==> src/rtl/reset_sequencer.sv <==
// Reset sequencer: asserts every domain reset asynchronously on rst low, then
// releases the domains one at a time in index order. Release begins after a
// 2-flop deassertion synchronizer and a minimum hold period, and later
// releases are spaced by a fixed gap. A four-phase software handshake
// (sw_rst_req / sw_rst_ack) re-runs the hold and release sequence from RUN.
module reset_sequencer #(
    parameter int N_DOMAINS = 3,
    parameter int STRETCH   = 8,
    parameter int GAP       = 4
) (
    input  logic                 clk,
    input  logic                 rst,
    input  logic                 sw_rst_req,
    output logic [N_DOMAINS-1:0] rst_n_out,
    output logic                 ready,
    output logic                 sw_rst_ack
);

    localparam int MAXV = (STRETCH > GAP) ? STRETCH : GAP;
    localparam int CW   = $clog2(MAXV);

    localparam logic [CW-1:0] C_STRETCH_M1 = CW'(STRETCH - 1);
    localparam logic [CW-1:0] C_GAP_M1     = CW'(GAP - 1);

    typedef enum logic [1:0] {
        S_HOLD    = 2'd0,
        S_RELEASE = 2'd1,
        S_RUN     = 2'd2,
        S_SW_HOLD = 2'd3
    } state_t;

    state_t                 r_state;
    state_t                 w_state_nxt;
    logic [CW-1:0]          r_cnt;
    logic [CW-1:0]          w_cnt_nxt;
    logic [N_DOMAINS-1:0]   r_rst_n;
    logic [N_DOMAINS-1:0]   w_rst_n_nxt;
    logic                   r_ready;
    logic                   w_ready_nxt;
    logic                   r_ack;
    logic                   w_ack_nxt;
    logic                   r_sync1;
    logic                   r_rst_sync;
    logic [N_DOMAINS:0]     w_rst_ext;
    logic [N_DOMAINS-1:0]   w_rst_shift;
    logic                   w_last;

    // Deassertion synchronizer: cleared asynchronously, releases two edges after rst rises
    always_ff @(posedge clk or negedge rst) begin
        if (!rst) begin
            r_sync1    <= 1'b0;
            r_rst_sync <= 1'b0;
        end else begin
            r_sync1    <= 1'b1;
            r_rst_sync <= r_sync1;
        end
    end

    // Next release pattern: shift a one in at bit 0; written via a widened vector so
    // the same expression stays legal when there is only a single domain
    assign w_rst_ext   = {r_rst_n, 1'b1};
    assign w_rst_shift = w_rst_ext[N_DOMAINS-1:0];
    assign w_last      = &w_rst_shift;

    // State, counter and registered outputs
    always_ff @(posedge clk or negedge rst) begin
        if (!rst) begin
            r_state <= S_HOLD;
            r_cnt   <= '0;
            r_rst_n <= '0;
            r_ready <= 1'b0;
            r_ack   <= 1'b0;
        end else begin
            r_state <= w_state_nxt;
            r_cnt   <= w_cnt_nxt;
            r_rst_n <= w_rst_n_nxt;
            r_ready <= w_ready_nxt;
            r_ack   <= w_ack_nxt;
        end
    end

    // Next-state and output logic; everything holds until the synchronizer releases
    always_comb begin
        w_state_nxt = r_state;
        w_cnt_nxt   = r_cnt;
        w_rst_n_nxt = r_rst_n;
        w_ready_nxt = r_ready;
        w_ack_nxt   = r_ack;
        if (r_rst_sync) begin
            case (r_state)
                S_HOLD: begin
                    if (r_cnt == C_STRETCH_M1) begin
                        w_cnt_nxt   = '0;
                        w_rst_n_nxt = w_rst_shift;
                        w_state_nxt = w_last ? S_RUN : S_RELEASE;
                        w_ready_nxt = w_last;
                    end else begin
                        w_cnt_nxt = r_cnt + CW'(1);
                    end
                end
                S_RELEASE: begin
                    if (r_cnt == C_GAP_M1) begin
                        w_cnt_nxt   = '0;
                        w_rst_n_nxt = w_rst_shift;
                        w_state_nxt = w_last ? S_RUN : S_RELEASE;
                        w_ready_nxt = w_last;
                    end else begin
                        w_cnt_nxt = r_cnt + CW'(1);
                    end
                end
                S_RUN: begin
                    if (sw_rst_req) begin
                        w_state_nxt = S_SW_HOLD;
                        w_cnt_nxt   = '0;
                        w_rst_n_nxt = '0;
                        w_ready_nxt = 1'b0;
                        w_ack_nxt   = 1'b1;
                    end
                end
                S_SW_HOLD: begin
                    // Counter saturates at the hold limit while the request stays high
                    if (r_cnt == C_STRETCH_M1) begin
                        if (!sw_rst_req) begin
                            w_cnt_nxt   = '0;
                            w_ack_nxt   = 1'b0;
                            w_rst_n_nxt = w_rst_shift;
                            w_state_nxt = w_last ? S_RUN : S_RELEASE;
                            w_ready_nxt = w_last;
                        end
                    end else begin
                        w_cnt_nxt = r_cnt + CW'(1);
                    end
                end
                default: begin
                    w_state_nxt = S_HOLD;
                    w_cnt_nxt   = '0;
                    w_rst_n_nxt = '0;
                    w_ready_nxt = 1'b0;
                    w_ack_nxt   = 1'b0;
                end
            endcase
        end
    end

    assign rst_n_out  = r_rst_n;
    assign ready      = r_ready;
    assign sw_rst_ack = r_ack;

endmodule

==> config.mk <==
export PLATFORM = sky130hd
export DESIGN_NAME = reset_sequencer
export DESIGN_NICKNAME = d
export VERILOG_FILES = /design/src/rtl/reset_sequencer.sv
export SDC_FILE = /design/constraint.sdc
export NUM_CORES = 1
export LEC_CHECK = 0
export CORE_UTILIZATION = 28
export DETAILED_ROUTE_END_ITERATION = 10
export DONT_BUFFER_PORTS = 1
export REMOVE_ABC_BUFFERS = 1
export SETUP_SLACK_MARGIN = 0.1
export SYNTH_ARGS = -nofsm -noshare
export SYNTH_HDL_FRONTEND = slang
export SYNTH_SLANG_ARGS = --single-unit
==> constraint.sdc <==
create_clock -name clk -period 1.75 [get_ports clk]
set_input_delay 0.175 -clock clk [delete_from_list [all_inputs] [get_ports clk]]
set_output_delay 0.175 -clock clk [all_outputs]
set_load 0.02 [all_outputs]
Word level (Yosys, flattened, before mapping)

Index checks and enable logic that the tools add are counted.

Register bits after elaboration: 12
Output and inout port bits: 5

Add/subtract/negate cells: 1
Equality and inequality tests: 11
Muxes and demuxes: 28
Reduce and logical (&&, ||, !) cells: 6

Operator list:

| cell                                                 | number |
|---|---|
| two-way mux 3 bit                                    | 9 |
| case mux 3 bit (4 select lines)                      | 2 |
| two-way mux 2 bit                                    | 6 |
| != test 2 bit (second input constant)                | 5 |
| two-way mux 1 bit                                    | 8 |
| case mux 2 bit (4 select lines)                      | 1 |
| AND reduction 6 bit                                  | 1 |
| AND reduction 5 bit                                  | 1 |
| equality test 2 bit (second input constant)          | 2 |
| case mux 1 bit (4 select lines)                      | 1 |
| adder 3 x 1 -> 3 bit (second input constant)         | 1 |
| equality test 3 x 2 -> 1 bit (second input constant) | 1 |
| equality test 3 bit (second input constant)          | 1 |
| != test 3 bit (second input constant)                | 1 |
| AND reduction 3 bit                                  | 1 |
| equality test 2 x 1 -> 1 bit (second input constant) | 1 |
| logical NOT 2 bit                                    | 1 |
| case mux 1 bit (2 select lines)                      | 1 |
| AND reduction 2 bit                                  | 1 |
| nonzero test 2 bit                                   | 1 |

Logic depth before layout (Yosys ltp)

Gate-level depths: netlist of the first run.

Depth in word-level cells: 5
Mapped depth: 6
Mapped depth without buffers: 6

Worst setup path before layout of the first run

No wires, ideal clock.

Path kind: reg-to-reg
Start: reg r_state[0]
End: reg r_ready, in the netlist ready
Data arrival time: 1743 ps
Data required time: 1625 ps
Slack: -118 ps
Stages on the path, launching flop included: 7
Path buffers: 0
Period minus slack after synthesis: 1868 ps
Cells stage by stage: dfrtp_1 -> inv_1 -> ha_1 -> inv_1 -> o21ai_2 -> a2111oi_4 -> mux2_2

Longest elaborated chain between the ends: 3

RTL lines:

| element                                              | line | text |
|---|---|---|
| start: declaration                                   | 32   | `state_t r_state;` |
| start signal: assignment                             | 74   | `r_state <= w_state_nxt;` |
| equality test 2 x 1 -> 1 bit (tied with other cells) | 90   | `case (r_state)` |
| != test 2 bit (no line)                              | -    |  |
| AND reduction 6 bit (no line)                        | -    |  |
| end signal: assignment                               | 77   | `r_ready <= w_ready_nxt;` |
| end: declaration                                     | 38   | `logic r_ready;` |

Parallel ways exist; a longest one is shown, timed or not.
A chain may end at the register's enable or synchronous reset.

Worst setup path after layout of the first run

Start: reg r_state[1]
End: reg r_rst_n[1], in the netlist rst_n_out[1]

Longest elaborated chain between the ends: 3

RTL lines:

| element                                              | line | text |
|---|---|---|
| equality test 2 x 1 -> 1 bit (tied with other cells) | 90   |  |
| != test 2 bit (no line)                              | -    |  |
| AND reduction 6 bit (no line)                        | -    |  |
| end signal: assignment                               | 76   | `r_rst_n <= w_rst_n_nxt;` |
| end: declaration                                     | 36   | `logic [N_DOMAINS-1:0] r_rst_n;` |

Parallel ways exist; a longest one is shown, timed or not.

==> summary.md, run 1 <==
| Metric | Value |
|---|---|
| RSZ-0062 raised after global routing | `yes` |
| GRT Total Usage | `12.3%` |
| Share of cells above drive strength 1 | `47.3%` |
| Cell Rows | `17` |
| IO Count | `8` |
| Worst-path clk slew | `0.08 ns` |
| Total CTS buffers | `3` |
| Longest Clk Path Bufs | `2` |
| YS warnings | `0` |
| Register bit count reported by yosys | `12` |
| WL final | `1.40 mm` |
| Yosys top cell by area | `dfrtp_1` |
| WL per Instance | `13.8 microns` |
| Clock Skew | `0.00214 ns` |
| DR pass1 iterations | `4` |
| Die Width | `50.8 microns` |
| Fin. Hold Viols | `0` |
| Reg2Reg Setup Slack | `0.06 ns` |
| Top cells by area, synth | `dfrtp_1 45%, ha_1 17%, mux2_2 6.8%` |
| Mapped cell area | `666 sq um` |
| First-pass GRT wire length | `2.28 mm` |
| Antenna-violating nets left | `0` |
| Hold Crit Class | `in -> reg` |
| Startpoint types | `flop` |
| DR vias | `478` |
| Largest net degree at the start of global routing | `13` |
| Max Clk Rate | `593 MHz` |
| Starting density of the core | `29.8%` |
| Die ar. | `0.00258 sq mm` |
| Avg Vias per Cell | `4.69` |
| Synth Instances | `58` |
| Slew margin rel. | `63.4%` |
| CTS tree | `yes` |
| Power density cells | `1880 mW/mm^2` |
| Fin area | `925 sq um` |
| Period utilization | `96.3%` |
| Max Slew Vio Count | `0` |
| HPWL Detailed | `894 microns` |
| CTS Root Cell | `clkbuf_4` |
| Worst Path Arrival | `1.84 ns` |
| H-tree depth | `1` |
| Max Fanout on Critical Path | `5` |
| Syn avg cell area | `11.5 sq um` |
| PortBufs | `0` |
| Final setup viols | `0` |
| Worst setup path category | `reg -> reg` |
| Initial antenna violation count | `0` |
| Netlist cell types | `20` |
| Placed Area | `753 sq um` |
| Setup crit end kind | `flop` |
| Register area share after synthesis | `45.1%` |
| Clk_lat worst skew | `0.27 ns` |
| Vias in the first global route | `523` |
| Fin Hold WS | `0.174 ns` |
| Core area | `0.00223 sq mm` |
| Number of inserted diodes | `0` |
| CTS sink count | `12` |
| VDD IR max | `0.00102 V` |
| Status | `complete, no violations` |
| CP required | `1.91 ns` |
| 1st-iter DRT viols | `6` |
| Static leakage | `0.401 nW` |
| Max Cap Violations | `0` |
| TNS Setup | `0 ns` |
| Die Span Y | `50.8 microns` |
| GRT overflow | `0` |
| Synth top area share | `45.1%` |
| Gpl congestion | `0.755` |
| Area delta synth->final | `38.9%` |
| DRC viols | `0` |
| Actual slew at the worst max-slew pin | `0.547 ns` |
| # nets final | `87` |
| Final min period | `1.69 ns` |
[worst paths after layout]
path	startpoint	endpoint	cells past startpoint
setup / recovery	r_state[1]	rst_n_out[1]	6
hold / removal	sw_rst_req	sw_rst_ack	2
setup reg to reg	r_state[1]	rst_n_out[1]	6
hold reg to reg	r_sync1	r_rst_sync	0
max in group asynchronous	rst	r_state[1]	1
min in group asynchronous	rst	ready	1
[registers in the layout, summed over array words and instances (netlist names)]
| signal | flops |
|---|---|
| rst_n_out | 3 |
| r_cnt | 3 |
| ready | 1 |
| r_sync1 | 1 |
| sw_rst_ack | 1 |
| r_rst_sync | 1 |
| r_state | 2 |
[cells by family (layout without fill, tap and decap cells)]
group	Yosys count	in the layout	share of synthesized area [%]
AO/OA/AOI/OAI	11	11	14.7
AND/OR/NAND/NOR	11	11	7.52
multiplexers	7	7	11.3
other	1	1	0.563
adder cells (fa/ha/maj)	9	9	16.9
buffers and inverters	7	23	3.95
flip-flops	12	12	45.1
[placed cells by master, fill, tap and decap left out, types with 2 or more instances in the layout]
cell type   n
a21oi_1     3
buf_4      10
clkbuf_4    3
dfrtp_1    11
ha_1        3
ha_2        3
ha_4        3
inv_1       4
inv_2       2
mux2_4      3
mux2i_1     3
nand2_1     2
nor2_1      5
[worst max-delay path, stage by stage, from the launching register on]
cell,delay (ns)
dfrtp_2,0.46
ha_4,0.19
inv_4,0.06
o21ai_4,0.06
a2111oi_4,0.31
buf_4,0.20
mux2_4,0.30
[synthesized netlist by cell type]
cell / number
dfrtp_1: 12
ha_1: 9
inv_1: 7
nor2_1: 5
mux2_2: 4
a21oi_1: 3
mux2i_1: 3
nand2_1: 2
nor2b_1: 2
a2111oi_4: 1
a211oi_1: 1
a22o_1: 1
a311oi_1: 1
a41oi_1: 1
and2_1: 1
conb_1: 1
nand3_1: 1
o211ai_1: 1
o21ai_0: 1
o21ai_2: 1
[report_power, final]
group	leakage [nW]	internal (mW)	switching, mW
Clock	0.0210	0.126	0.0932
Sequential	0.140	0.393	0.181
Combinational	0.241	0.508	0.441
[cell type report]
cell class	instances	area [sq um]
fillers	213	1310
repair buffers	12	96.3
flip-flops and latches	12	302
well taps	28	35.0
clock buffers	4	36.3
inverters	7	28.8
multi-input cells	39	427
[stage by stage]
step	std cells	total power [mW]	utilization, %	worst slack (ns)
4_1_cts	100	1.62	38.8	0.0505
6_report	102	1.74	41.4	0.0646
3_5_place_dp	93	1.23	33.7	-0.0877
2_1_floorplan	58	1.02	-	-0.118
5_1_grt	102	1.87	41.4	0.00920
3_3_place_gp	93	1.21	33.7	-0.0248
[per-layer routing]
layer | global-route usage [%] | wire length [microns]
met1 | 14.6 | 637
met2 | 20.0 | 700
met3 | 1.82 | 35
met4 | 8.80 | 30
met5 | 0 | 0
[what timing repair did]
item / CTS / global route
gates resized for setup: 15 / 9
setup endpoints to repair: 9 / 9
hold buffers: 1 / 0
setup buffers: 2 / 2
endpoints found under the hold margin: 12 / 0
pin swaps: 1 / 4
Note: power is estimated with default switching activity, not from simulation.
==> run 2: changes to the inputs <==
==> constraint.sdc (replaced) <==
create_clock -name clk -period 1.7 [get_ports clk]
set_input_delay 0.17 -clock clk [delete_from_list [all_inputs] [get_ports clk]]
set_output_delay 0.17 -clock clk [all_outputs]
set_load 0.005 [all_outputs]
==> run 2 against run 1 <==
  * Via count is 0.84% lower
  * Utilization up 0.17 points
  * Combinational power increased by 4.0%
  * Critical path depth did not move
  * Non-clock buffer count decreased by 1
  * Largest cell class unchanged
==> summary.md, run 2 (same netlist as run 1, synthesis figures left out) <==
| Metric | Value |
|---|---|
| Status | `complete, no violations` |
| Pre-CTS setup slack | `-0.0696 ns (+0.0181 ns)` |
| Die ar. | `0.00258 sq mm (unchanged)` |
| VDD IR max | `0.000861 V (-15%)` |
| First-pass GRT wire length | `2.17 mm (-5.1%)` |
| Avg Vias per Cell | `4.69 (+0.14%)` |
| Max Cap Violations | `0 (unchanged)` |
| TNS Setup | `0 ns (unchanged)` |
| Tot Pwr | `1.73 mW (-0.80%)` |
| CP max-delay cell | `dfrtp_2` |
| RSZ-0062 raised after global routing | `yes` |
| FF-to-FF Start | `r_state[1]` |
| Final WS setup | `0.00846 ns (-0.0561 ns)` |
| PortBufs | `0 (unchanged)` |
| Inst Count DP | `93 (unchanged)` |
| Largest net degree at the start of global routing | `13 (unchanged)` |
| Cell Chain, Critical Path | `ha_4 > inv_2 > o21ai_4 > a2111oi_4 > buf_4 > mux2_4` |
| Number of inserted diodes | `0 (unchanged)` |
| Core area | `0.00223 sq mm (unchanged)` |
| Actual slew at the worst max-slew pin | `0.577 ns (+0.0297 ns)` |
| Starting density of the core | `29.8% (unchanged)` |
| Setup crit end kind | `flop` |
| Hold Crit Start | `sw_rst_req` |
| Power density cells | `1860 mW/mm^2 (-1.2%)` |
| Die Width | `50.8 microns (unchanged)` |
| GRT Total Usage | `11.9% (-0.35 points)` |
| Fin area | `928 sq um (+0.41%)` |
| Commonest non-fill, non-tap cell in the layout | `dfrtp_1` |
| Clk_lat worst skew | `0.27 ns (about the same)` |
| Gpl congestion | `0.800 (+5.9%)` |
| Start point of the critical path | `r_state[1]` |
| Reg2Reg Setup Slack | `0.008 ns (-0.06 ns)` |
| IO Count | `8 (unchanged)` |
| 1st-iter DRT viols | `9 (+3)` |
| Clock Skew | `0.00756 ns (+0.00542 ns)` |
| H-tree depth | `1 (unchanged)` |
| CTS tree | `yes` |
| Final setup viols | `0 (unchanged)` |
| Worst Path Arrival | `1.84 ns (about the same)` |
| Static leakage | `0.397 nW (-1.0%)` |
| Max Fanout on Critical Path | `4 (-1)` |
| Longest Clk Path Bufs | `2 (unchanged)` |
| WL final | `1.32 mm (-5.8%)` |
| DR pass1 iterations | `3 (-1)` |
| CP required | `1.85 ns (-0.06 ns)` |
| Startpoint types | `flop` |
| Slew margin rel. | `61.4% (-2.0 points)` |
| Antenna-violating nets left | `0 (unchanged)` |
| Max Clk Rate | `591 MHz (-0.36%)` |
| Placed Area | `753 sq um (unchanged)` |
| # nets final | `86 (-1.1%)` |
| Area delta synth->final | `39.5%` |
| DR vias | `474 (-0.84%)` |
| Commonest cells after routing, fill and taps aside | `11 x dfrtp_1, 8 x buf_4, 4 x inv_1, 4 x ha_4` |
| CTS Root Cell | `clkbuf_4` |
| HPWL Detailed | `905 microns (+1.2%)` |
| Final min period | `1.69 ns (+0.00611 ns)` |
| DRC viols | `0 (unchanged)` |
| Share of cells above drive strength 1 | `47.9% (+0.65 points)` |
| Crit-path max cell delay | `0.45 ns (about the same)` |
| Worst-path clk slew | `0.08 ns (about the same)` |
| Fin Hold WS | `0.142 ns (-0.0323 ns)` |
| Die Span Y | `50.8 microns (unchanged)` |
| Vias in the first global route | `471 (-9.9%)` |
| Cell Count, Final, Fillers Out | `101 (-0.98%)` |
| Cell Rows | `17 (unchanged)` |
| Worst setup path category | `reg -> reg` |
| Total CTS buffers | `3 (unchanged)` |
| Hold Crit Class | `in -> reg` |
| Period utilization | `99.5% (+3.2 points)` |
| WL per Instance | `13.1 microns (-4.8%)` |
| Initial antenna violation count | `0 (unchanged)` |
| Final Util | `41.6% (+0.17 points)` |
| CTS sink count | `12 (unchanged)` |
| Max Slew Vio Count | `0 (unchanged)` |
| GRT overflow | `0 (unchanged)` |
| Fin. Hold Viols | `0 (unchanged)` |
## run 2: final timing paths
path,end,depth (start not counted)
hold / removal,sw_rst_ack,2
setup / recovery,ready,6
hold reg to reg,r_rst_sync,0
min in group asynchronous,rst_n_out[1],1
max in group asynchronous,r_state[1],1
setup reg to reg,ready,6
## run 2: report_power, final
part           switching, mW  total [mW]  internal [mW]
combinational          0.462       0.987          0.525
clock                 0.0930       0.223          0.130
sequential             0.113       0.519          0.406
total                  0.668        1.73           1.06
## run 2: cell type report
type / count / area [sq um]
Fill cell: 217 / 1310
Multi-Input combinational cell: 39 / 437
Sequential cell: 12 / 302
Timing Repair Buffer: 11 / 92.6
Clock buffer: 4 / 36.3
Tap cell: 28 / 35.0
Inverter: 7 / 26.3
## run 2: per-layer routing
| layer | up-vias | GRT usage [%] | routed length, microns | part of all wire [%] |
|---|---|---|---|---|
| met4 | 0 | 5.56 | 18 | 1.4 |
| met2 | 8 | 17.3 | 643 | 49 |
| li1 | 229 | - | - | - |
| met1 | 235 | 15.5 | 604 | 46 |
| met5 | - | 0 | 0 | 0 |
| met3 | 2 | 4.55 | 57 | 4.3 |
## run 2: timing repair
action                     in CTS  in global routing
hold buffers                    1                  0
hold endpoints to repair       12                  0
gates resized for setup        16                 10
setup buffers                   1                  2
cloned                          0                  0
setup endpoints to repair       9                  9
pin swaps                       4                  4
## run 2: critical path, delay by kind of cell, from the launching register on
| family | cells | cell delay, ns |
|---|---|---|
| muxes | 1 | 0.30 |
| buffers and inverters | 2 | 0.27 |
| AOI/OAI and AO/OA | 2 | 0.37 |
| adders and majority gates | 1 | 0.17 |
| DFF | 1 | 0.45 |
==> run 3: changes to the inputs <==
- GPL_TIMING_DRIVEN: default -> 0
- PLACE_DENSITY: default -> 0.49
==> run 3 against run 2 <==
  * The flow now finishes with violations (setup timing)
  * Sequential power increased by 6.9%
  * Clock skew increased by 0.0035 ns
  * Combinational power increased by 16%
  * Worst setup slack got worse by 0.024 ns
  * Critical endpoint is now rst_n_out[2]
==> summary.md, run 3 (same netlist as run 1, synthesis figures left out) <==
| Metric | Value |
|---|---|
| Initial antenna violation count | `0 (unchanged)` |
| Die ar. | `0.00258 sq mm (unchanged)` |
| Vias in the first global route | `488 (+3.6%)` |
| Tot Pwr | `1.93 mW (+11%)` |
| Max Clk Rate | `583 MHz (-1.4%)` |
| CTS sink count | `12 (unchanged)` |
| Max Fanout on Critical Path | `5 (+1)` |
| TNS Setup | `-0.0418 ns (-0.0418 ns)` |
| Fin. Hold Viols | `0 (unchanged)` |
| Fillers | `212 (-2.3%)` |
| VDD IR max | `0.000797 V (-7.5%)` |
| FF-to-FF Start | `r_state[1]` |
| Final min period | `1.72 ns (+0.0236 ns)` |
| Longest Clk Path Bufs | `2 (unchanged)` |
| DR vias | `496 (+4.6%)` |
| Avg Vias per Cell | `4.64 (-1.2%)` |
| Worst-path clk slew | `0.09 ns (about the same)` |
| Power density cells | `1890 mW/mm^2 (+1.5%)` |
| Failing checks | `setup timing` |
| Final WS setup | `-0.0151 ns (-0.0236 ns)` |
| Slew margin rel. | `62.0% (+0.59 points)` |
| Worst setup path category | `reg -> reg` |
| Number of inserted diodes | `0 (unchanged)` |
| DRC viols | `0 (unchanged)` |
| DR pass1 iterations | `1 (-2)` |
| # nets final | `92 (+7.0%)` |
| Total CTS buffers | `3 (unchanged)` |
| First-pass GRT wire length | `2.32 mm (+7.0%)` |
| Area delta synth->final | `53.0%` |
| Share of cells above drive strength 1 | `57.0% (+9.0 points)` |
| GRT overflow | `0 (unchanged)` |
| Static leakage | `0.431 nW (+8.5%)` |
| Status | `finished, violations left` |
| Largest net degree at the start of global routing | `13 (unchanged)` |
| Top delay family on crit path | `flip-flops` |
| CTS tree | `yes` |
| Hold Crit Start | `sw_rst_req` |
| WL final | `1.43 mm (+8.4%)` |
| Crit-path max cell delay | `0.45 ns (about the same)` |
| RSZ-0062 raised after global routing | `yes` |
| Antenna-violating nets left | `0 (unchanged)` |
| 1st-iter DRT viols | `0 (-9)` |
| Setup crit end kind | `flop` |
| Starting density of the core | `29.8% (unchanged)` |
| Max Cap Violations | `0 (unchanged)` |
| Die Span Y | `50.8 microns (unchanged)` |
| Core area | `0.00223 sq mm (unchanged)` |
| Period utilization | `101% (+1.4 points)` |
| Clock Skew | `0.0110 ns (+0.00348 ns)` |
| Gpl congestion | `0.805 (+0.63%)` |
| Start point of the critical path | `r_state[1]` |
| CP max-delay cell | `dfrtp_2` |
| Die Width | `50.8 microns (unchanged)` |
| Startpoint types | `flop` |
| WP buf/inv | `2 (unchanged)` |
| Clk_lat worst skew | `0.28 ns (about the same)` |
| H-tree depth | `1 (unchanged)` |
| Placed Area | `701 sq um (-7.0%)` |
| Fin area | `0.00102 sq mm (+9.7%)` |
| IO Count | `8 (unchanged)` |
| Final setup viols | `3 (+3)` |
| Worst Path Arrival | `1.88 ns (+0.04 ns)` |
| WL per Instance | `13.4 microns (+2.3%)` |
| Commonest non-fill, non-tap cell in the layout | `buf_4` |
| PortBufs | `0 (unchanged)` |
| Commonest cells after routing, fill and taps aside | `11 x buf_4, 10 x dfrtp_1, 6 x ha_4` |
| HPWL Detailed | `855 microns (-5.5%)` |
| GRT Total Usage | `12.7% (+0.81 points)` |
| Cell Chain, Critical Path | `inv_4 > ha_4 > nor2b_4 > a2111oi_4 > buf_6 > mux2_4` |
| CP required | `1.86 ns (about the same)` |
| Hold Crit Class | `in -> reg` |
| CTS Root Cell | `clkbuf_4` |
| Actual slew at the worst max-slew pin | `0.568 ns (-0.00883 ns)` |
| Cell Rows | `17 (unchanged)` |
| Max Slew Vio Count | `0 (unchanged)` |
[run 3: path summary, 6_finish.rpt]
| path | end | slack [ns] | depth (start not counted) |
|---|---|---|---|
| setup reg to reg | rst_n_out[2] | -0.02 | 6 |
| setup / recovery | rst_n_out[2] | -0.02 | 6 |
| max in group asynchronous | r_state[0] | 0.97 | 1 |
| hold reg to reg | r_rst_sync | 0.36 | 0 |
| min in group asynchronous | r_cnt[2] | 0.31 | 1 |
| hold / removal | sw_rst_ack | 0.13 | 2 |
[run 3: layout make-up]
class | instances | area, sq um | area share [%]
repair buffers | 17 | 149 | 14.6
flip-flops and latches | 12 | 303 | 29.7
inverters | 7 | 31.3 | 3.07
multi-input cells | 39 | 464 | 45.6
clock buffers | 4 | 36.3 | 3.56
well taps | 28 | 35.0 | 3.44
[run 3: per-layer routing]
layer / up-vias / wire length, microns / track usage, %
met1: 237 / 648 / 16.6
met3: 5 / 84 / 5.45
met4: 0 / 18 / 5.56
met5: - / 0 / 0
li1: 242 / - / -
met2: 12 / 682 / 18.2
[run 3: repair_timing]
action | in CTS | in global routing
pin swaps | 4 | 7
hold endpoints to repair | 12 | 0
resized for setup | 21 | 16
buffers inserted | 7 | 9
hold buffers | 1 | 0
endpoints found under the setup margin | 9 | 9
[run 3: report_power, final]
group	internal [mW]	switching, mW	total [mW]
registers	0.408	0.147	0.555
clock network	0.130	0.104	0.234
logic	0.657	0.479	1.14
[run 3: per-stage QoR]
step / cells / setup slack, ns / util, % / hold WS, ns
after floorplan: 58 / -0.168 / - / -0.126
after global placement: 86 / -0.390 / 31.4 / -0.125
after detailed placement: 86 / -0.399 / 31.4 / -0.125
after CTS: 98 / -0.0375 / 39.4 / 0.124
after global routing: 107 / -0.0731 / 45.6 / 0.148
final: 107 / -0.0151 / 45.6 / 0.131
[run 3: worst register-to-register path, stage by stage (launching register included)]
cell and delay [ns]:
dfrtp_2 0.45, inv_4 0.07, ha_4 0.16, nor2b_4 0.13, a2111oi_4 0.32, buf_6 0.17
mux2_4 0.29
